`src/rtl/pc_ctrl_if.sv`:
```
// Redirect/hold request from ex plus the fetch-side handshake, grouped between
// pc_ctrl (slave) and the surrounding pipeline (master).
interface pc_ctrl_if;
  logic        jump_en_i;
  logic [31:0] jump_addr_i;
  logic        hold_flag_i;
  logic        ifetch_ready_i;
  logic [31:0] pc_o;
  logic        pc_valid_o;
  logic        flush_o;
  logic        stall_o;

  modport master (
    output jump_en_i, jump_addr_i, hold_flag_i, ifetch_ready_i,
    input  pc_o, pc_valid_o, flush_o, stall_o
  );

  modport slave (
    input  jump_en_i, jump_addr_i, hold_flag_i, ifetch_ready_i,
    output pc_o, pc_valid_o, flush_o, stall_o
  );
endinterface

```
`src/rtl/pc_ctrl.sv`:
```
// Program counter owner: applies ex redirects/holds, produces if_id/id_ex flush
// and stall, parks a redirect while instruction memory is busy, counts events.
module pc_ctrl #(
  parameter logic [31:0] RESET_ADDR = 32'h0000_0000,
  parameter int          CNT_W      = 32
) (
  input  logic             clk,
  input  logic             rst,
  pc_ctrl_if.slave         bus,
  output logic             misalign_o,
  output logic [CNT_W-1:0] jump_cnt_o,
  output logic [CNT_W-1:0] stall_cnt_o
);

  typedef enum logic [1:0] {
    BOOT     = 2'd0,
    RUN      = 2'd1,
    REDIRECT = 2'd2
  } state_t;

  state_t           state_r, state_nxt_s;
  logic [31:0]      pc_r, pc_nxt_s;
  logic [31:0]      pending_r, pending_nxt_s;
  logic             misalign_r;
  logic [CNT_W-1:0] jump_cnt_r, stall_cnt_r;
  logic [31:0]      target_s;
  logic             jump_acc_s;
  logic             flush_s, stall_s, pc_valid_s;

  assign target_s = {bus.jump_addr_i[31:2], 2'b00};

  // Next-state, next-pc and pipeline control decode
  always_comb begin
    state_nxt_s   = state_r;
    pc_nxt_s      = pc_r;
    pending_nxt_s = pending_r;
    flush_s       = 1'b0;
    stall_s       = 1'b0;
    pc_valid_s    = 1'b0;
    jump_acc_s    = 1'b0;
    case (state_r)
      BOOT: begin
        flush_s     = 1'b1;
        state_nxt_s = RUN;
      end
      RUN: begin
        pc_valid_s = 1'b1;
        if (bus.jump_en_i) begin
          flush_s    = 1'b1;
          jump_acc_s = 1'b1;
          if (bus.ifetch_ready_i) begin
            pc_nxt_s = target_s;
          end else begin
            pending_nxt_s = target_s;
            state_nxt_s   = REDIRECT;
          end
        end else if (bus.hold_flag_i || !bus.ifetch_ready_i) begin
          stall_s = 1'b1;
        end else begin
          pc_nxt_s = pc_r + 32'd4;
        end
      end
      REDIRECT: begin
        // pc stays on the stale address the memory is still working on
        pc_valid_s = 1'b1;
        flush_s    = 1'b1;
        if (bus.jump_en_i) begin
          jump_acc_s    = 1'b1;
          pending_nxt_s = target_s;
          if (bus.ifetch_ready_i) begin
            pc_nxt_s    = target_s;
            state_nxt_s = RUN;
          end else begin
            state_nxt_s = REDIRECT;
          end
        end else if (bus.ifetch_ready_i) begin
          pc_nxt_s    = pending_r;
          state_nxt_s = RUN;
        end else begin
          state_nxt_s = REDIRECT;
        end
      end
      default: begin
        state_nxt_s = BOOT;
      end
    endcase
  end

  // State, pc, pending target and event counters
  always_ff @(posedge clk) begin
    if (rst) begin
      state_r     <= BOOT;
      pc_r        <= RESET_ADDR;
      pending_r   <= 32'h0000_0000;
      misalign_r  <= 1'b0;
      jump_cnt_r  <= {CNT_W{1'b0}};
      stall_cnt_r <= {CNT_W{1'b0}};
    end else begin
      state_r    <= state_nxt_s;
      pc_r       <= pc_nxt_s;
      pending_r  <= pending_nxt_s;
      misalign_r <= jump_acc_s & (|bus.jump_addr_i[1:0]);
      if (jump_acc_s) begin
        jump_cnt_r <= jump_cnt_r + CNT_W'(1);
      end else begin
        jump_cnt_r <= jump_cnt_r;
      end
      if (stall_s) begin
        stall_cnt_r <= stall_cnt_r + CNT_W'(1);
      end else begin
        stall_cnt_r <= stall_cnt_r;
      end
    end
  end

  assign bus.pc_o       = pc_r;
  assign bus.pc_valid_o = pc_valid_s;
  assign bus.flush_o    = flush_s;
  assign bus.stall_o    = stall_s;
  assign misalign_o     = misalign_r;
  assign jump_cnt_o     = jump_cnt_r;
  assign stall_cnt_o    = stall_cnt_r;

endmodule

```
`src/flat_wrapper.sv`:
```
// flat-port wrapper written by rule: the top's interface ports become plain ports
module pc_ctrl_flat 
#(
  parameter logic [31:0] RESET_ADDR = 32'h0000_0000,
  parameter int          CNT_W      = 32
)
  (clk, rst, misalign_o, jump_cnt_o, stall_cnt_o, bus_jump_en_i, bus_jump_addr_i, bus_hold_flag_i, bus_ifetch_ready_i, bus_pc_o, bus_pc_valid_o, bus_flush_o, bus_stall_o);
  pc_ctrl_if bus_i ();
  input  logic clk;
  input  logic rst;
  output logic misalign_o;
  output logic [CNT_W-1:0] jump_cnt_o;
  output logic [CNT_W-1:0] stall_cnt_o;
  input wire logic [$bits(bus_i.jump_en_i)-1:0] bus_jump_en_i;
  input wire logic [$bits(bus_i.jump_addr_i)-1:0] bus_jump_addr_i;
  input wire logic [$bits(bus_i.hold_flag_i)-1:0] bus_hold_flag_i;
  input wire logic [$bits(bus_i.ifetch_ready_i)-1:0] bus_ifetch_ready_i;
  output wire logic [$bits(bus_i.pc_o)-1:0] bus_pc_o;
  output wire logic [$bits(bus_i.pc_valid_o)-1:0] bus_pc_valid_o;
  output wire logic [$bits(bus_i.flush_o)-1:0] bus_flush_o;
  output wire logic [$bits(bus_i.stall_o)-1:0] bus_stall_o;
  assign bus_i.jump_en_i = bus_jump_en_i;
  assign bus_i.jump_addr_i = bus_jump_addr_i;
  assign bus_i.hold_flag_i = bus_hold_flag_i;
  assign bus_i.ifetch_ready_i = bus_ifetch_ready_i;
  assign bus_pc_o = bus_i.pc_o;
  assign bus_pc_valid_o = bus_i.pc_valid_o;
  assign bus_flush_o = bus_i.flush_o;
  assign bus_stall_o = bus_i.stall_o;
  pc_ctrl #(.RESET_ADDR(RESET_ADDR), .CNT_W(CNT_W)) u_core (.clk(clk), .rst(rst), .bus(bus_i), .misalign_o(misalign_o), .jump_cnt_o(jump_cnt_o), .stall_cnt_o(stall_cnt_o));
endmodule
```
`config.mk`:
```
export PLATFORM = sky130hd
export DESIGN_NAME = pc_ctrl_flat
export DESIGN_NICKNAME = d
export VERILOG_FILES = /design/src/rtl/pc_ctrl_if.sv /design/src/rtl/pc_ctrl.sv /design/src/flat_wrapper.sv
export SDC_FILE = /design/constraint.sdc
export NUM_CORES = 1
export LEC_CHECK = 0
export CORE_MARGIN = 3
export CORE_UTILIZATION = 47
export DETAILED_ROUTE_END_ITERATION = 8
export PLACE_DENSITY = 0.72
export SLEW_MARGIN = 20
export SYNTH_ARGS = -nofsm -noshare
export SYNTH_HDL_FRONTEND = slang
export SYNTH_SLANG_ARGS = --single-unit
export TNS_END_PERCENT = 1
```
`constraint.sdc`:
```
create_clock -name clk -period 3 [get_ports clk]
set_input_delay 0.45 -clock clk [delete_from_list [all_inputs] [get_ports clk]]
set_output_delay 0.45 -clock clk [all_outputs]
set_load 0.01 [all_outputs]
```
==> load_flow_metrics.sql, run 1 <==
INSERT INTO impl_metrics (metric_group, metric, value, unit) VALUES
('clock_tree', 'cts_tree', 'done', ''),
('floorplan', 'effective_utilization_at_floorplan', '48.3', '%'),
('route', 'avgViaCountPerCell', '5.65', ''),
('clock_tree', 'inserted_clock_buffers', '17', ''),
('synth', 'synth_warnings', '0', ''),
('hold_path', 'worstHoldPathType', 'register to register', ''),
('cells_and_area', 'area_growth_syn_to_layout', '31.1', '%'),
('clock_tree', 'cts_post_setup_buffers_inserted', '0', ''),
('synth', 'synth.yosys.seq_area_share', '38.2', '%'),
('worst_setup_path', 'timing.critical_path.fanout_max', '8', ''),
('cells_and_area', 'antenna_cells', '0', ''),
('cells_and_area', 'final_cells', '1166', ''),
('clock_tree', 'ctsLongestPathBuffers', '2', ''),
('cells_and_area', 'layout.nets', '1017', ''),
('floorplan', 'die-area', '0.0159', 'mm2'),
('power_and_ir_drop', 'vdd_drop_max', '0.000499', 'V'),
('clock_tree', 'clock_insertion_delay_at_the_later_pin_of_the_skew_report', '420', 'ps'),
('grt', 'grt_first_pass_wirelength', '30.4', 'mm'),
('worst_setup_path', 'regToRegStartpoint', 'u_core.state_r[0]', ''),
('cells_and_area', 'fin_util', '63.3', '%'),
('power_and_ir_drop', 'power_per_cell_area', '644', 'mW/mm2'),
('synth', 'mappedNetlistArea', '0.00676', 'mm2'),
('sta', 'finalClockSkew', '6.07', 'ps'),
('route', 'wl_per_cell', '15.9', 'um'),
('sta', 'fmax', '379', 'MHz'),
('route', 'dr_total_vias', '6588', ''),
('sta', 'timing.final.crit_period', '2640', 'ps'),
('job', 'drv.max_cap_violation_count', '0', ''),
('synth', 'synth-seq-cells', '129', ''),
('synth', 'synth_flop_cell', 'dfxtp_1', ''),
('floorplan', 'chipWidth', '126', 'um'),
('synth', 'asyncSetResetFlopFracSynth', '0', '%'),
('floorplan', 'dieHeight', '126', 'um'),
('route', 'postRouteWirelength', '18.5', 'mm'),
('sta', 'timing.setup.tns', '0', 'ps'),
('cells_and_area', 'post_route_cells_drive_above_1_share', '7.81', '%'),
('place', 'count_of_buffers_inserted_at_the_top_level_ports', '136', ''),
('floorplan', 'num_rows', '43', ''),
('floorplan', 'top_level_pins', '137', ''),
('sta', 'finalCritPeriodShare', '87.9', '%'),
('route', 'final_antenna_net_count', '0', ''),
('power_and_ir_drop', 'p_leak', '3.06', 'nW'),
('grt', 'grt_start_max_net_pins', '60', ''),
('clock_tree', 'htree_num_levels', '4', ''),
('sta', 'timing_hold_violations_final', '0', ''),
('grt', 'grt-ovfl-total', '0', ''),
('worst_setup_path', 'sort_of_element_at_the_start_of_the_critical_path', 'register', ''),
('power_and_ir_drop', 'totalPowerFinal', '5.71', 'mW'),
('worst_setup_path', 'worstSetupEndpointType', 'primary output', ''),
('floorplan', 'design.core.area', '0.0140', 'mm2'),
('sta', 'rsz0062_at_grt', 'no', ''),
('grt', 'grt_use_total', '23.2', '%'),
('route', 'drc', '0', ''),
('worst_setup_path', 'worstPathRequired', '2550', 'ps'),
('worst_setup_path', 'category_of_the_most_critical_setup_path', 'register to primary output', ''),
('synth', 'number_of_nets_in_the_synthesized_netlist', '896', ''),
('worst_setup_path', 'setup.worst_path.start', 'u_core.state_r[1]', ''),
('route', 'drt_pre_antenna_iters', '5', ''),
('clock_tree', 'postCtsHoldBufs', '0', ''),
('sta', 'slew_viol_final', '0', ''),
('sta', 'report.final.setup_viol', '0', ''),
('synth', 'synth_area_per_cell', '7.93', 'um2'),
('sta', 'timing_worst_slew_pin_value', '734', 'ps'),
('sta', 'slew-limit-headroom', '50.7', '%'),
('place', 'detailed_place_hpwl', '12.6', 'mm'),
('clock_tree', 'cts_resized', '0', ''),
('synth', 'cells_after_synthesis', '852', ''),
('place', 'numPlacedInstances', '1134', ''),
('clock_tree', 'cts_sink_cnt', '129', ''),
('run_status', 'outcome', 'complete, no violations', ''),
('worst_setup_path', 'critPathArrivalTime', '2190', 'ps'),
('route', 'initialDrtViolationCount', '539', ''),
('clock_tree', 'clkTransAtPathRegs', '60', 'ps'),
('synth', 'synth_enable_flop_cells', '0', ''),
('synth', 'synth_cell_types', '66', ''),
('grt', 'grt_antenna_before_repair', '0', ''),
('place', 'gp_routability_congestion', '0.850', ''),
('grt', 'number_of_global_route_vias_before_repair', '5891', ''),
('clock_tree', 'root_buffer', 'clkbuf_16', ''),
('hold_path', 'min-delay-start', 'u_core.pending_r[11]', '');
## cell families (layout without fill, tap and decap cells)
family	Yosys count	count (layout)	share of synthesized area, %
AOI/OAI and AO/OA	189	189	16.1
adders and majority gates	7	7	1.30
xor gates and xnor gates	54	54	7.00
muxes	20	20	2.98
and+or+nand+nor	383	383	29.9
DFF	129	129	38.2
buffers and inverters	70	204	4.50
## state kept, by name, indices dropped and copies added, names as in the netlist
register,flops
u_core.pending_r,30
u_core.stall_cnt_o,32
u_core.jump_cnt_o,32
u_core.bus.pc_o,32
u_core.state_r,2
u_core.misalign_o,1
## per-layer routing
metal,vias to the layer above,GRT usage (%),part of all wire (%)
li1,3292,-,-
met1,3052,33.4,48
met2,226,34.2,43
met3,18,7.04,7.2
met4,0,5.49,1.4
met5,-,0,0
## layout make-up
cell class                 instances  area, um2
clock buffer                      19        443
clock inverter                    13        161
fill                            1254       5130
inverter                          15       56.3
multi-input combinational        653       3880
sequential                       129       2580
tap                              180        225
timing repair buffer             157       1520
## metrics by stage
stage	instance area [um2]	worst slack (ps)	hold slack, ps
final	8860	363	455
after global routing	8860	185	476
after CTS	8860	324	455
after detailed placement	8260	407	447
after global placement	8260	437	443
after floorplan	6760	791	436
## power breakdown
part	switching [mW]	internal [mW]	leakage [nW]
clock network	0.783	1.33	0.297
registers	0.199	1.89	1.04
logic	0.879	0.623	1.71
## final timing paths
kind                            to  slack [ps]  depth (start not counted)
max                    bus_stall_o         360                          5
min           u_core.pending_r[11]         450                          2
max reg2reg  u_core.jump_cnt_o[30]         540                          6
min reg2reg   u_core.pending_r[11]         450                          2
## cell usage after synthesis, types with 4 or more instances
library cell / number / area (um2)
o21ai_0: 65 / 325
xnor2_1: 30 / 263
nand3_1: 45 / 225
nand2_1: 112 / 420
mux2i_1: 19 / 190
nand4_1: 28 / 175
o311ai_0: 5 / 43.8
buf_1: 7 / 26.3
nor3_1: 17 / 85.1
buf_2: 8 / 40.0
a31oi_1: 17 / 106
o31a_1: 4 / 35.0
nor4_1: 13 / 81.3
o31ai_1: 4 / 30.0
buf_4: 4 / 30.0
nor2b_1: 6 / 37.5
a21oi_1: 68 / 340
clkbuf_1: 33 / 124
a22oi_1: 5 / 37.5
and4_1: 15 / 131
dfxtp_1: 129 / 2580
inv_1: 14 / 52.6
o22ai_1: 4 / 25.0
nor2_1: 90 / 338
or3_1: 7 / 43.8
and3_1: 13 / 81.3
and2_1: 6 / 37.5
xor2_1: 24 / 210
ha_1: 7 / 87.6
## critical path: stages (launching register included)
cell	delay [ps]
dfxtp_1	340
inv_1	110
ha_1	320
nand2b_1	110
nor2_1	290
clkdlybuf4s50_1	600
## placed cells by master (no fill, tap or decap), types with 24 or more instances in the layout
master / count
dfxtp_1: 129
nand3_1: 45
a21oi_1: 68
nand2_1: 112
clkdlybuf4s50_1: 135
o21ai_0: 65
nor2_1: 89
xnor2_1: 30
nand4_1: 28
xor2_1: 24
Power figures use the tool's default switching activity.
==> inputs of run 2 (changes only) <==
--- a/config.mk
+++ b/config.mk
@@ -7,8 +7,11 @@
 export LEC_CHECK = 0
 export CORE_MARGIN = 3
 export CORE_UTILIZATION = 47
+export CTS_CLUSTER_DIAMETER = 150
 export DETAILED_ROUTE_END_ITERATION = 8
+export GPL_TIMING_DRIVEN = 1
 export PLACE_DENSITY = 0.72
+export RECOVER_POWER = 100
 export SLEW_MARGIN = 20
 export SYNTH_ARGS = -nofsm -noshare
 export SYNTH_HDL_FRONTEND = slang
==> run 2 against run 1 <==
Cell count stayed put. First-iteration DRC count is 10% higher. Maximum frequency is 2.1% lower. Sequential cell count stayed put. Combinational power is 5% lower. Count of clock-buffer cells in the layout stayed put. Setup slack worse by 57 ps. Clock power hardly changed. Largest cell class unchanged. Critical path depth is 2 higher. Non-clock buffer count stayed put. Sequential share of layout area is 0.29 points higher. Die area stayed put.
==> load_flow_metrics.sql, run 2 (synthesis results as in run 1) <==
INSERT INTO impl_metrics (metric_group, metric, value, unit) VALUES
('run_status', 'outcome', 'complete, no violations', ''),
('floorplan', 'design.core.area', '0.0140', 'mm2'),
('cells_and_area', 'area_growth_syn_to_layout', '29.8', '%'),
('worst_setup_path', 'crit_path_cells', 'inv_1 > ha_1 > clkbuf_2 > nor2_1 > o2111ai_1 > o21ai_0 > a21oi_1', ''),
('grt', 'number_of_global_route_vias_before_repair', '5891', ''),
('place', 'gp_routability_congestion', '0.850', ''),
('clock_tree', 'clock_insertion_delay_at_the_later_pin_of_the_skew_report', '420', 'ps'),
('worst_setup_path', 'category_of_the_most_critical_setup_path', 'register to register', ''),
('place', 'count_of_buffers_inserted_at_the_top_level_ports', '136', ''),
('worst_setup_path', 'worst-path-buf-inv', '2', ''),
('power_and_ir_drop', 'vdd_drop_max', '0.000497', 'V'),
('worst_setup_path', 'sort_of_element_at_the_start_of_the_critical_path', 'register', ''),
('power_and_ir_drop', 'totalPowerFinal', '5.64', 'mW'),
('power_and_ir_drop', 'power_per_cell_area', '643', 'mW/mm2'),
('route', 'final_antenna_net_count', '0', ''),
('worst_setup_path', 'critPathArrivalTime', '3040', 'ps'),
('clock_tree', 'cts_tree', 'done', ''),
('sta', 'report.final.setup_viol', '0', ''),
('sta', 'rsz0062_at_grt', 'no', ''),
('route', 'wl_per_cell', '15.9', 'um'),
('worst_setup_path', 'worst_path_largest_cell_delay', '640', 'ps'),
('route', 'dr_total_vias', '6558', ''),
('worst_setup_path', 'worstPathRequired', '3350', 'ps'),
('worst_setup_path', 'worstSetupEndpointType', 'register', ''),
('power_and_ir_drop', 'power.clock.fraction', '37.6', '%'),
('power_and_ir_drop', 'power_report.internal_total', '3.78', 'mW'),
('grt', 'grt_start_max_net_pins', '60', ''),
('sta', 'fmax', '371', 'MHz'),
('sta', 'timing.setup.tns', '0', 'ps'),
('route', 'drc', '0', ''),
('cells_and_area', 'layout_commonest_cell', 'dfxtp_1', ''),
('sta', 'timing_worst_slew_pin_value', '1190', 'ps'),
('clock_tree', 'root_buffer', 'clkbuf_16', ''),
('power_and_ir_drop', 'power.share.sequential', '37.0', '%'),
('floorplan', 'chipWidth', '126', 'um'),
('power_and_ir_drop', 'p_leak', '3.34', 'nW'),
('clock_tree', 'postCtsHoldBufs', '0', ''),
('sta', 'finalClockSkew', '6.88', 'ps'),
('clock_tree', 'ctsLongestPathBuffers', '2', ''),
('cells_and_area', 'layout.nets', '1017', ''),
('job', 'drv.max_cap_violation_count', '0', ''),
('floorplan', 'num_rows', '43', ''),
('floorplan', 'dieHeight', '126', 'um'),
('place', 'detailed_place_hpwl', '12.6', 'mm'),
('clock_tree', 'cts_resized', '0', ''),
('floorplan', 'top_level_pins', '137', ''),
('cells_and_area', 'final_cell_mix', 'dfxtp_1, nand2_1, dlygate4sd3_1, nor2_1, a21oi_1', ''),
('clock_tree', 'inserted_clock_buffers', '17', ''),
('route', 'postRouteWirelength', '18.6', 'mm'),
('floorplan', 'die-area', '0.0159', 'mm2'),
('hold_path', 'worstHoldPathType', 'register to register', ''),
('route', 'avgViaCountPerCell', '5.62', ''),
('sta', 'finalHoldWorstSlack', '455', 'ps'),
('grt', 'grt_use_total', '23.2', '%'),
('route', 'initialDrtViolationCount', '594', ''),
('sta', 'slew-limit-headroom', '20.5', '%'),
('power_and_ir_drop', 'netSwitchingPower', '1.86', 'mW'),
('clock_tree', 'clkTransAtPathRegs', '60', 'ps'),
('worst_setup_path', 'critical-path-slowest-cell', 'clkbuf_2', ''),
('sta', 'finalCritPeriodShare', '89.8', '%'),
('clock_tree', 'cts_sink_cnt', '129', ''),
('grt', 'grt_first_pass_wirelength', '30.4', 'mm'),
('cells_and_area', 'antenna_cells', '0', ''),
('grt', 'grt-ovfl-total', '0', ''),
('floorplan', 'effective_utilization_at_floorplan', '48.3', '%'),
('grt', 'grt_antenna_before_repair', '0', ''),
('power_and_ir_drop', 'power.switching_fraction', '33.0', '%'),
('route', 'drt_pre_antenna_iters', '5', ''),
('sta', 'timing_hold_violations_final', '0', ''),
('clock_tree', 'cts_post_setup_buffers_inserted', '0', ''),
('sta', 'slew_viol_final', '0', ''),
('worst_setup_path', 'timing.critical_path.max_delay_family', 'compound AO/OA/AOI/OAI gates', ''),
('sta', 'timing.final.crit_period', '2690', 'ps'),
('power_and_ir_drop', 'comb_power_share', '25.4', '%'),
('worst_setup_path', 'timing.critical_path.fanout_max', '35', ''),
('clock_tree', 'htree_num_levels', '4', ''),
('cells_and_area', 'post_route_cells_drive_above_1_share', '6.19', '%');
run 2: cell types whose count changed in the layout (fill, tap and decap cells not counted), moves of 2 or more:
cell             delta
nor4b_1             +2
nor3_1              +2
and2_1              -2
and2_0              +3
buf_4               -7
clkdlybuf4s50_1   -101
clkbuf_1            +6
dlygate4sd3_1     +101
run 2: layer usage:
| metal | GRT usage [%] | vias to the layer above | wire length, um |
|---|---|---|---|
| met2 | 34.2 | 218 | 8020 |
| met3 | 7.04 | 20 | 1360 |
| met1 | 33.4 | 3039 | 8970 |
| met4 | 5.49 | 0 | 257 |
| li1 | - | 3281 | - |
| met5 | 0 | - | 0 |
run 2: layout make-up:
class | instances | area, um2
fillers | 1271 | 5210
multi-input cells | 653 | 3810
flip-flops and latches | 129 | 2580
repair buffers | 157 | 1490
clock buffers | 19 | 443
well taps | 180 | 225
clock inverters | 13 | 161
inverters | 15 | 56.3
run 2: power groups by stage:
stage / registers, mW / logic, mW / clock network, mW
2_1_floorplan: 2.11 / 0.870 / 0
3_3_place_gp: 2.12 / 1.48 / 0
3_5_place_dp: 2.12 / 1.49 / 0
4_1_cts: 2.09 / 1.50 / 2.15
5_1_grt: 2.12 / 1.59 / 2.23
6_report: 2.09 / 1.43 / 2.12
run 2: path summary, 6_finish.rpt:
kind / from / end / slack [ps] / cells past startpoint
worst max-delay path: u_core.state_r[0] / u_core.bus.pc_o[7] / 310 / 7
worst min-delay path: u_core.pending_r[11] / u_core.pending_r[11] / 450 / 2
worst max register to register: u_core.state_r[0] / u_core.bus.pc_o[7] / 310 / 7
worst min register to register: u_core.pending_r[11] / u_core.pending_r[11] / 450 / 2
run 2: through the flow:
stage	std cells	util, %	setup WS [ps]	cell area, um2
3_5_place_dp	1134	59.0	407	8260
6_report	1166	62.7	306	8770
2_1_floorplan	852	-	791	6760
3_3_place_gp	1134	59.0	437	8260
4_1_cts	1166	63.3	324	8860
5_1_grt	1166	62.7	108	8770
run 2: tightest hold or removal path: cells and delay by family (launching register included):
kind | cells | cell delay (ps)
flops | 1 | 310
simple gates | 1 | 50
compound gates | 1 | 50
